<file path="config.mk">
export PLATFORM = sky130hd
export DESIGN_NAME = bcd_clock
export DESIGN_NICKNAME = d
export VERILOG_FILES = /design/src/rtl/bcd_clock.sv
export SDC_FILE = /design/constraint.sdc
export NUM_CORES = 1
export LEC_CHECK = 0
export ABC_AREA = 1
export CORE_ASPECT_RATIO = 0.9
export CORE_MARGIN = 4
export CORE_UTILIZATION = 30
export DETAILED_ROUTE_END_ITERATION = 10
export HOLD_SLACK_MARGIN = 0.08
export PLACE_DENSITY = 0.53
export REMOVE_ABC_BUFFERS = 1
export SKIP_CTS_REPAIR_TIMING = 1
export SYNTH_ARGS = -nofsm -noshare
export SYNTH_HDL_FRONTEND = slang
export SYNTH_SLANG_ARGS = --single-unit
</file>
<file path="constraint.sdc">
create_clock -name CLK100MHZ -period 1.6 [get_ports CLK100MHZ]
set_clock_uncertainty 0.1 [all_clocks]
set_input_delay 0.24 -clock CLK100MHZ [delete_from_list [all_inputs] [get_ports CLK100MHZ]]
set_output_delay 0.24 -clock CLK100MHZ [all_outputs]
set_load 0.02 [all_outputs]
</file>
<file path="src/rtl/bcd_clock.sv">
// 24-hour time-of-day counter: a prescaler produces a once-per-second advance of
// six packed BCD digits (HH:MM:SS), with a validated synchronous load port.
module bcd_clock #(
  parameter int unsigned TICK_DIV = 100000000
) (
  input  logic        CLK100MHZ,
  input  logic        CPU_RESETN,
  input  logic        set_en,
  input  logic [23:0] set_time,
  output logic [23:0] out,
  output logic        sec_tick
);

  localparam int unsigned     DW       = $clog2(TICK_DIV);
  localparam logic [DW-1:0]   DIV_LAST = DW'(TICK_DIV - 1);

  logic [DW-1:0] div_cnt;
  logic [23:0]   next_time;
  logic          set_valid;

  logic [3:0] ht, hu, mt, mu, st, su;
  logic [3:0] n_ht, n_hu, n_mt, n_mu, n_st, n_su;

  assign {ht, hu, mt, mu, st, su} = out;

  // Loads are accepted only if every digit is in range and hours stay below 24.
  always_comb begin
    set_valid = (set_time[19:16] <= 4'd9) && (set_time[11:8] <= 4'd9) &&
                (set_time[3:0]   <= 4'd9) && (set_time[15:12] <= 4'd5) &&
                (set_time[7:4]   <= 4'd5) &&
                ((set_time[23:20] < 4'd2) ||
                 ((set_time[23:20] == 4'd2) && (set_time[19:16] <= 4'd3)));
  end

  // Ripple the carry digit by digit; every digit is still registered on one edge.
  always_comb begin
    n_ht = ht;
    n_hu = hu;
    n_mt = mt;
    n_mu = mu;
    n_st = st;
    n_su = su;
    if (su != 4'd9) begin
      n_su = su + 4'd1;
    end else begin
      n_su = 4'd0;
      if (st != 4'd5) begin
        n_st = st + 4'd1;
      end else begin
        n_st = 4'd0;
        if (mu != 4'd9) begin
          n_mu = mu + 4'd1;
        end else begin
          n_mu = 4'd0;
          if (mt != 4'd5) begin
            n_mt = mt + 4'd1;
          end else begin
            n_mt = 4'd0;
            if ((ht == 4'd2) && (hu == 4'd3)) begin
              n_ht = 4'd0;
              n_hu = 4'd0;
            end else if (hu != 4'd9) begin
              n_hu = hu + 4'd1;
            end else begin
              n_hu = 4'd0;
              n_ht = ht + 4'd1;
            end
          end
        end
      end
    end
    next_time = {n_ht, n_hu, n_mt, n_mu, n_st, n_su};
  end

  always_ff @(posedge CLK100MHZ or negedge CPU_RESETN) begin
    if (!CPU_RESETN) begin
      out      <= '0;
      div_cnt  <= '0;
      sec_tick <= 1'b0;
    end else if (set_en && set_valid) begin
      out      <= set_time;
      div_cnt  <= '0;
      sec_tick <= 1'b0;
    end else if (div_cnt == DIV_LAST) begin
      out      <= next_time;
      div_cnt  <= '0;
      sec_tick <= 1'b1;
    end else begin
      div_cnt  <= div_cnt + 1'b1;
      sec_tick <= 1'b0;
    end
  end

endmodule

</file>
==> run_results.csv <==
group,metric,value,unit
outcome,status,"finished, violations left",
outcome,violations,"setup timing",
floorplan,core-area,10400,um2
drt,drtPass1Iterations,5,
placed_design,gp_congestion,0.847,
power_and_ir_drop,irDropWorstVdd,0.477,mV
floorplan,dieArea,12600,um2
setup_path,reg2reg_slack,-0.31,ns
yosys,async_flop_share,100,%
job,drv_cap,0,
setup_path,crit_fanout,5,
yosys,synth.top_cell.area_share,40.1,%
global_route,met3_usage,2.37,%
final_layout,nets,669,
yosys,syn_area,3250,um2
drt,wire_per_inst,13.1,um
yosys,seq_area_frac_synth,40.1,%
sta,worst_slack,-0.306,ns
yosys,netlist-cell-type-count,30,
final_layout,fillers,990,
global_route,first_global_vias,3420,
drt,drtIter0Drc,139,
setup_path,r2r-start,"div_cnt[1]$_DFF_PN0_",
sta,maxSlewHeadroom,72.6,%
global_route,overflow,0,
yosys,ys.flop_type,"dfrtp_1",
min_path,holdPathStages,3,
setup_path,worst-setup-path-type,"register to register",
yosys,synth_area_leaders,"dfrtp_1, nand2_1, nor2_1, inv_1, nand3_1",
global_route,grt_max_degree,38,
setup_path,reg2reg_depth,11,
placed_design,port_buffers,51,
final_layout,post-route-util,52.3,%
setup_path,arrival,1.99,ns
clocking,cts-root-buf,"clkbuf_16",
yosys,synthCells,463,
floorplan,initial_core_util,31.2,%
clocking,cts_buffers,5,
yosys,ys_ff_latch,52,
yosys,yosys_warnings,0,
final_layout,drive_gt1_share,32.2,%
sta,finalCritPeriodShare,119,%
global_route,antenna_found_initial,0,
sta,finalSetupViolations,45,
drt,drt_wl_total,10.1,mm
drt,drc,0,
global_route,globalRouteMet2Util,24.5,%
placed_design,dp_hpwl,7.44,mm
drt,viasPerCell,4.68,
clocking,path_clk_slew,0.07,ns
floorplan,fp-row-count,35,
clocking,clk_latency,0.29,ns
sta,timing.fmax,525,MHz
clocking,htreeDepth,2,
yosys,synth_edf_count,0,
final_layout,area_delta_synth_final,68.0,%
sta,timing.hold.ws,0.203,ns
sta,worst_slew_pin_slew,0.411,ns
sta,hold_viol,0,
setup_path,end_kind,"register",
drt,ant_nets,0,
min_path,hold_path_end,"out[2]$_DFFE_PN0P_",
min_path,hp-start,"set_time[2]",
floorplan,ios,52,
final_layout,antenna_cells,0,
sta,rsz0062_at_grt,"true",
yosys,yosys.area.top_type,"dfrtp_1",
setup_path,r2r-end,"out[17]$_DFFE_PN0P_",
global_route,grt_busiest_layer,"met2",
min_path,min_path_type,"input pin to register",
global_route,grt_pass1_wl,15.9,mm
clocking,cts_tree,"built",
clocking,cts_buffer_depth,2,
global_route,met1_usage,21.3,%
setup_path,crit_path_start_kind,"register",
clocking,cts.sinks,52,
floorplan,die_h,107,um
setup_path,crit_required,1.68,ns
global_route,track_usage,15.2,%
yosys,yosysMostFrequentCell,"nand2_1",
sta,period_needed,1.91,ns
sta,slew_violations,0,
power_and_ir_drop,p_per_area,707,nW/um2
power_and_ir_drop,leakage,0.00293,uW
yosys,netlist_top_cells_count,"nand2_1, nor2_1, dfrtp_1, inv_1, nand3_1",
floorplan,die_w,118,um
drt,num_vias,3602,
yosys,avgSynthCellArea,7.01,um2
setup_path,startpoint,"div_cnt[1]$_DFF_PN0_",
==> per-stage QoR <==
stage	instance area, um2	setup slack (ns)	instances	TNS (ns)	power, uW
after global placement	4710	-0.534	744	-20.78	2420
after detailed placement	4710	-0.578	744	-21.43	2440
after global routing	5460	-0.384	769	-12.66	4060
after floorplan	3200	-0.254	455	-5.96	1920
after CTS	4890	-0.299	752	-12.28	3770
final	5460	-0.306	769	-8.17	3860
==> power by group <==
part | internal, uW | total (uW) | switching, uW | leakage (uW)
clock network | 825 | 1320 | 495 | 0.0000901
logic | 521 | 1000 | 479 | 0.00220
registers | 1440 | 1540 | 102 | 0.000641
total | 2780 | 3860 | 1080 | 0.00293
==> cells by family after synthesis <==
logic type               count (synthesis)  share of synthesized area (%)
AO/OA/AOI/OAI                           60                           10.8
XOR/XNOR                                15                           4.05
buffers and inverters                   58                           7.24
flip-flops                              52                           40.1
AND/OR/NAND/NOR                        275                           36.7
adder cells (fa/ha/maj)                  3                           1.16
==> per-layer routing <==
| metal | up-vias | routed length (um) | part of all wire [%] |
|---|---|---|---|
| met5 | - | 0 | 0 |
| met4 | 0 | 198 | 2.0 |
| met3 | 17 | 398 | 3.9 |
| met2 | 72 | 4720 | 47 |
| met1 | 1663 | 4780 | 47 |
| li1 | 1850 | - | - |
==> critical path: stages (launching register included) <==
cell and delay, ns:
dfrtp_1 0.40, ha_4 0.16, nand2_4 0.05, nor2_4 0.13, nand2_4 0.08, nor2_4 0.12
nand2_4 0.09, buf_6 0.14, o21ai_4 0.23, nand3_2 0.14, nand2_1 0.10, nand2_1 0.05
==> cell type report <==
cell class | count | area (um2) | share of cell area (%)
Multi-Input combinational cell | 353 | 1980 | 36.3
Timing Repair Buffer | 176 | 1610 | 29.5
Sequential cell | 52 | 1300 | 23.9
Inverter | 50 | 206 | 3.78
Tap cell | 129 | 161 | 2.96
Clock buffer | 7 | 153 | 2.80
Clock inverter | 1 | 30.0 | 0.550
Timing Repair inverter | 1 | 7.51 | 0.138
==> worst max-delay path by stage <==
| stage | cells past startpoint | end | slack [ns] |
|---|---|---|---|
| floorplan | 10 | out[9]$_DFFE_PN0P_ | -0.25 |
| global placement | 10 | out[20]$_DFFE_PN0P_ | -0.53 |
| detailed placement | 10 | out[22]$_DFFE_PN0P_ | -0.58 |
| CTS | 11 | out[22]$_DFFE_PN0P_ | -0.30 |
| global route | 11 | out[17]$_DFFE_PN0P_ | -0.38 |
| finish | 11 | out[17]$_DFFE_PN0P_ | -0.31 |
==> state kept, by name, indices dropped and copies added, names as in the netlist <==
register / flops
sec_tick: 1
div_cnt: 27
out: 24
==> cell usage in the layout, fill, tap and decap left out, types with 14 or more instances in the layout <==
cell type,instances
buf_4,109
clkdlybuf4s50_1,17
dfrtp_1,50
dlymetal6s2s_1,33
inv_1,44
nand2_1,123
nand3_1,28
nand4_1,15
nor2_1,52
o21ai_0,18
xor2_1,14
(Power assumes the default switching activity.)
==> patch: new RTL, same settings <==
Register the inputs `set_en` and `set_time` before use, without a reset. The logic sees them one clock later.
--- a/src/rtl/bcd_clock.sv
+++ b/src/rtl/bcd_clock.sv
@@ -15,4 +15,12 @@
   localparam logic [DW-1:0]   DIV_LAST = DW'(TICK_DIV - 1);
 
+  logic set_en_q;
+  logic [23:0] set_time_q;
+
+  always_ff @(posedge CLK100MHZ) begin
+    set_en_q   <= set_en;
+    set_time_q <= set_time;
+  end
+
   logic [DW-1:0] div_cnt;
   logic [23:0]   next_time;
@@ -26,9 +34,9 @@
   // Loads are accepted only if every digit is in range and hours stay below 24.
   always_comb begin
-    set_valid = (set_time[19:16] <= 4'd9) && (set_time[11:8] <= 4'd9) &&
-                (set_time[3:0]   <= 4'd9) && (set_time[15:12] <= 4'd5) &&
-                (set_time[7:4]   <= 4'd5) &&
-                ((set_time[23:20] < 4'd2) ||
-                 ((set_time[23:20] == 4'd2) && (set_time[19:16] <= 4'd3)));
+    set_valid = (set_time_q[19:16] <= 4'd9) && (set_time_q[11:8] <= 4'd9) &&
+                (set_time_q[3:0]   <= 4'd9) && (set_time_q[15:12] <= 4'd5) &&
+                (set_time_q[7:4]   <= 4'd5) &&
+                ((set_time_q[23:20] < 4'd2) ||
+                 ((set_time_q[23:20] == 4'd2) && (set_time_q[19:16] <= 4'd3)));
   end
 
@@ -78,6 +86,6 @@
       div_cnt  <= '0;
       sec_tick <= 1'b0;
-    end else if (set_en && set_valid) begin
-      out      <= set_time;
+    end else if (set_en_q && set_valid) begin
+      out      <= set_time_q;
       div_cnt  <= '0;
       sec_tick <= 1'b0;
Formal check against the unedited RTL: not equivalent (a bounded check fails within 4 cycles, from zero or initial values and one cycle with CPU_RESETN low).
==> patch against the original RTL <==
The run still ends with negative setup slack left. Sequential cell count is 25 higher. Area after synthesis up 17%. Worst setup slack better by 0.11 ns. Routed wire length grew 5.0%. Largest power group unchanged. Die area is 16% higher. Power increased by 26%. Final area rose by 8.5%.
==> patch: results <==
group,metric,value,unit
synthesis,synth_area_leaders,"dfrtp_1 34%, dfxtp_1 13%, nand2_1 11%",
critical_path,reg2reg_depth,10,
clocking,cts_inserted_buffers,9,
finish,finalNetCount,666,
route,first_pass_iters,4,
finish,drive_above_1_share,0.321,
grt,grt_use_total,0.144,
grt,antenna_found_initial,0,
place,place_ws,-0.266,ns
clocking,cts_root_buf,"clkbuf_16",
power,irDropWorstVdd,589,uV
grt,first_global_vias,3523,
power,p_leak,3.12,nW
place,dp_cells,773,
synthesis,synth_warnings,0,
clocking,htreeDepth,3,
grt,grt_first_pass_wirelength,16700,um
synthesis,synth_area_per_cell,7.79,um^2
min_path,min-delay-path-class,"in -> reg",
clocking,clk_pin_slew_worst_paths,0.07,ns
status,violations,"negative setup slack",
timing,slew_headroom,0.751,
clocking,clk_latency,0.35,ns
finish,reg.largest.list,"div_cnt (27), out (24), set_time_q (24)",
place,port_buffers,51,
route,avgViaCountPerCell,4.53,
grt,grt_max_degree,53,
route,num_vias,3632,
synthesis,synthArstFlopShare,0.675,
finish,fillers,1170,
synthesis,netlist-cell-type-count,35,
route,drt-initial-drc-count,180,
finish,diodes,0,
synthesis,synth_seq_area_share,0.475,
place,hpwl,7560,um
critical_path,arrival,1.93,ns
clocking,cts_buffer_depth,2,
min_path,worstHoldPathCells,1,
critical_path,r2r_end,"out[18]",
route,routed_wirelength,10600,um
synthesis,synth_common_cells,"108 x nand2_1, 75 x nor2_1, 65 x inv_1",
timing,setup_viol,46,
critical_path,critPathKind,"reg -> reg",
status,outcome,"finished with violations",
place,gp_congestion,0.802,
timing,final.setup.worst_slack,-0.196,ns
critical_path,startpoint,"div_cnt[1]",
critical_path,worstPathMaxFanout,8,
-- patch: final cells by class --
| class | count | area (um^2) | area share |
|---|---|---|---|
| multi-input combinational | 335 | 2030 | 0.343 |
| timing repair buffer | 141 | 1330 | 0.225 |
| clock buffer | 11 | 243 | 0.0410 |
| tap | 160 | 200 | 0.0338 |
| sequential | 77 | 1800 | 0.304 |
| inverter | 72 | 280 | 0.0473 |
| clock inverter | 5 | 35.0 | 0.00592 |
-- patch: through the flow --
stage | utilization | TNS, ns | cell area, um^2 | power, mW
after detailed placement | 0.416 | -7.11 | 5080 | 2.84
after global placement | 0.416 | -5.65 | 5080 | 2.82
after CTS | 0.438 | -11.66 | 5360 | 4.80
after global routing | 0.484 | -10.56 | 5920 | 5.10
final | 0.484 | -4.83 | 5920 | 4.87
after floorplan | - | -2.66 | 3770 | 2.50
-- patch: worst min-delay path by stage --
stage,from,to,slack [ns]
4_1_cts,CPU_RESETN,sec_tick,-0.20
5_1_grt,set_time[3],set_time_q[3],0.21
2_1_floorplan,CPU_RESETN,div_cnt[0],-0.16
3_3_place_gp,CPU_RESETN,div_cnt[9],0.16
6_report,set_time[3],set_time_q[3],0.23
3_5_place_dp,CPU_RESETN,div_cnt[10],0.16
-- patch: kinds of logic (layout without fill, tap and decap cells) --
kind of cell | count (synthesis) | count (layout) | share of synthesized area
simple gates | 257 | 257 | 0.316
compound gates | 62 | 62 | 0.0927
flops | 77 | 77 | 0.475
buf+inv | 75 | 229 | 0.0765
fa+ha+maj | 3 | 3 | 0.00990
xor+xnor | 13 | 13 | 0.0300
-- patch: worst max-delay path, stage by stage, from the launching register on --
cell and delay (ns):
dfrtp_1 0.35, ha_2 0.19, nand2_2 0.07, nor2_4 0.14, nand2_4 0.09, nor2_4 0.15, nand3_4 0.12, nand2_8 0.13
nand3_4 0.15, nor2_1 0.13, nor2_1 0.06
-- patch: metal layers --
metal  wire length, um  GRT usage  up-vias
met5                 0          0        -
met4                97     0.0415        0
met3               522     0.0513        7
met2              5170      0.229       71
met1              4810      0.187     1703
li1                  -          -     1851
-- patch: report_power, final --
part / total [mW] / switching, mW / internal [mW] / leakage [nW]
logic: 0.774 / 0.389 / 0.385 / 2.07
clock network: 1.93 / 0.837 / 1.10 / 0.136
registers: 2.16 / 0.0888 / 2.07 / 0.917
total: 4.87 / 1.31 / 3.55 / 3.12
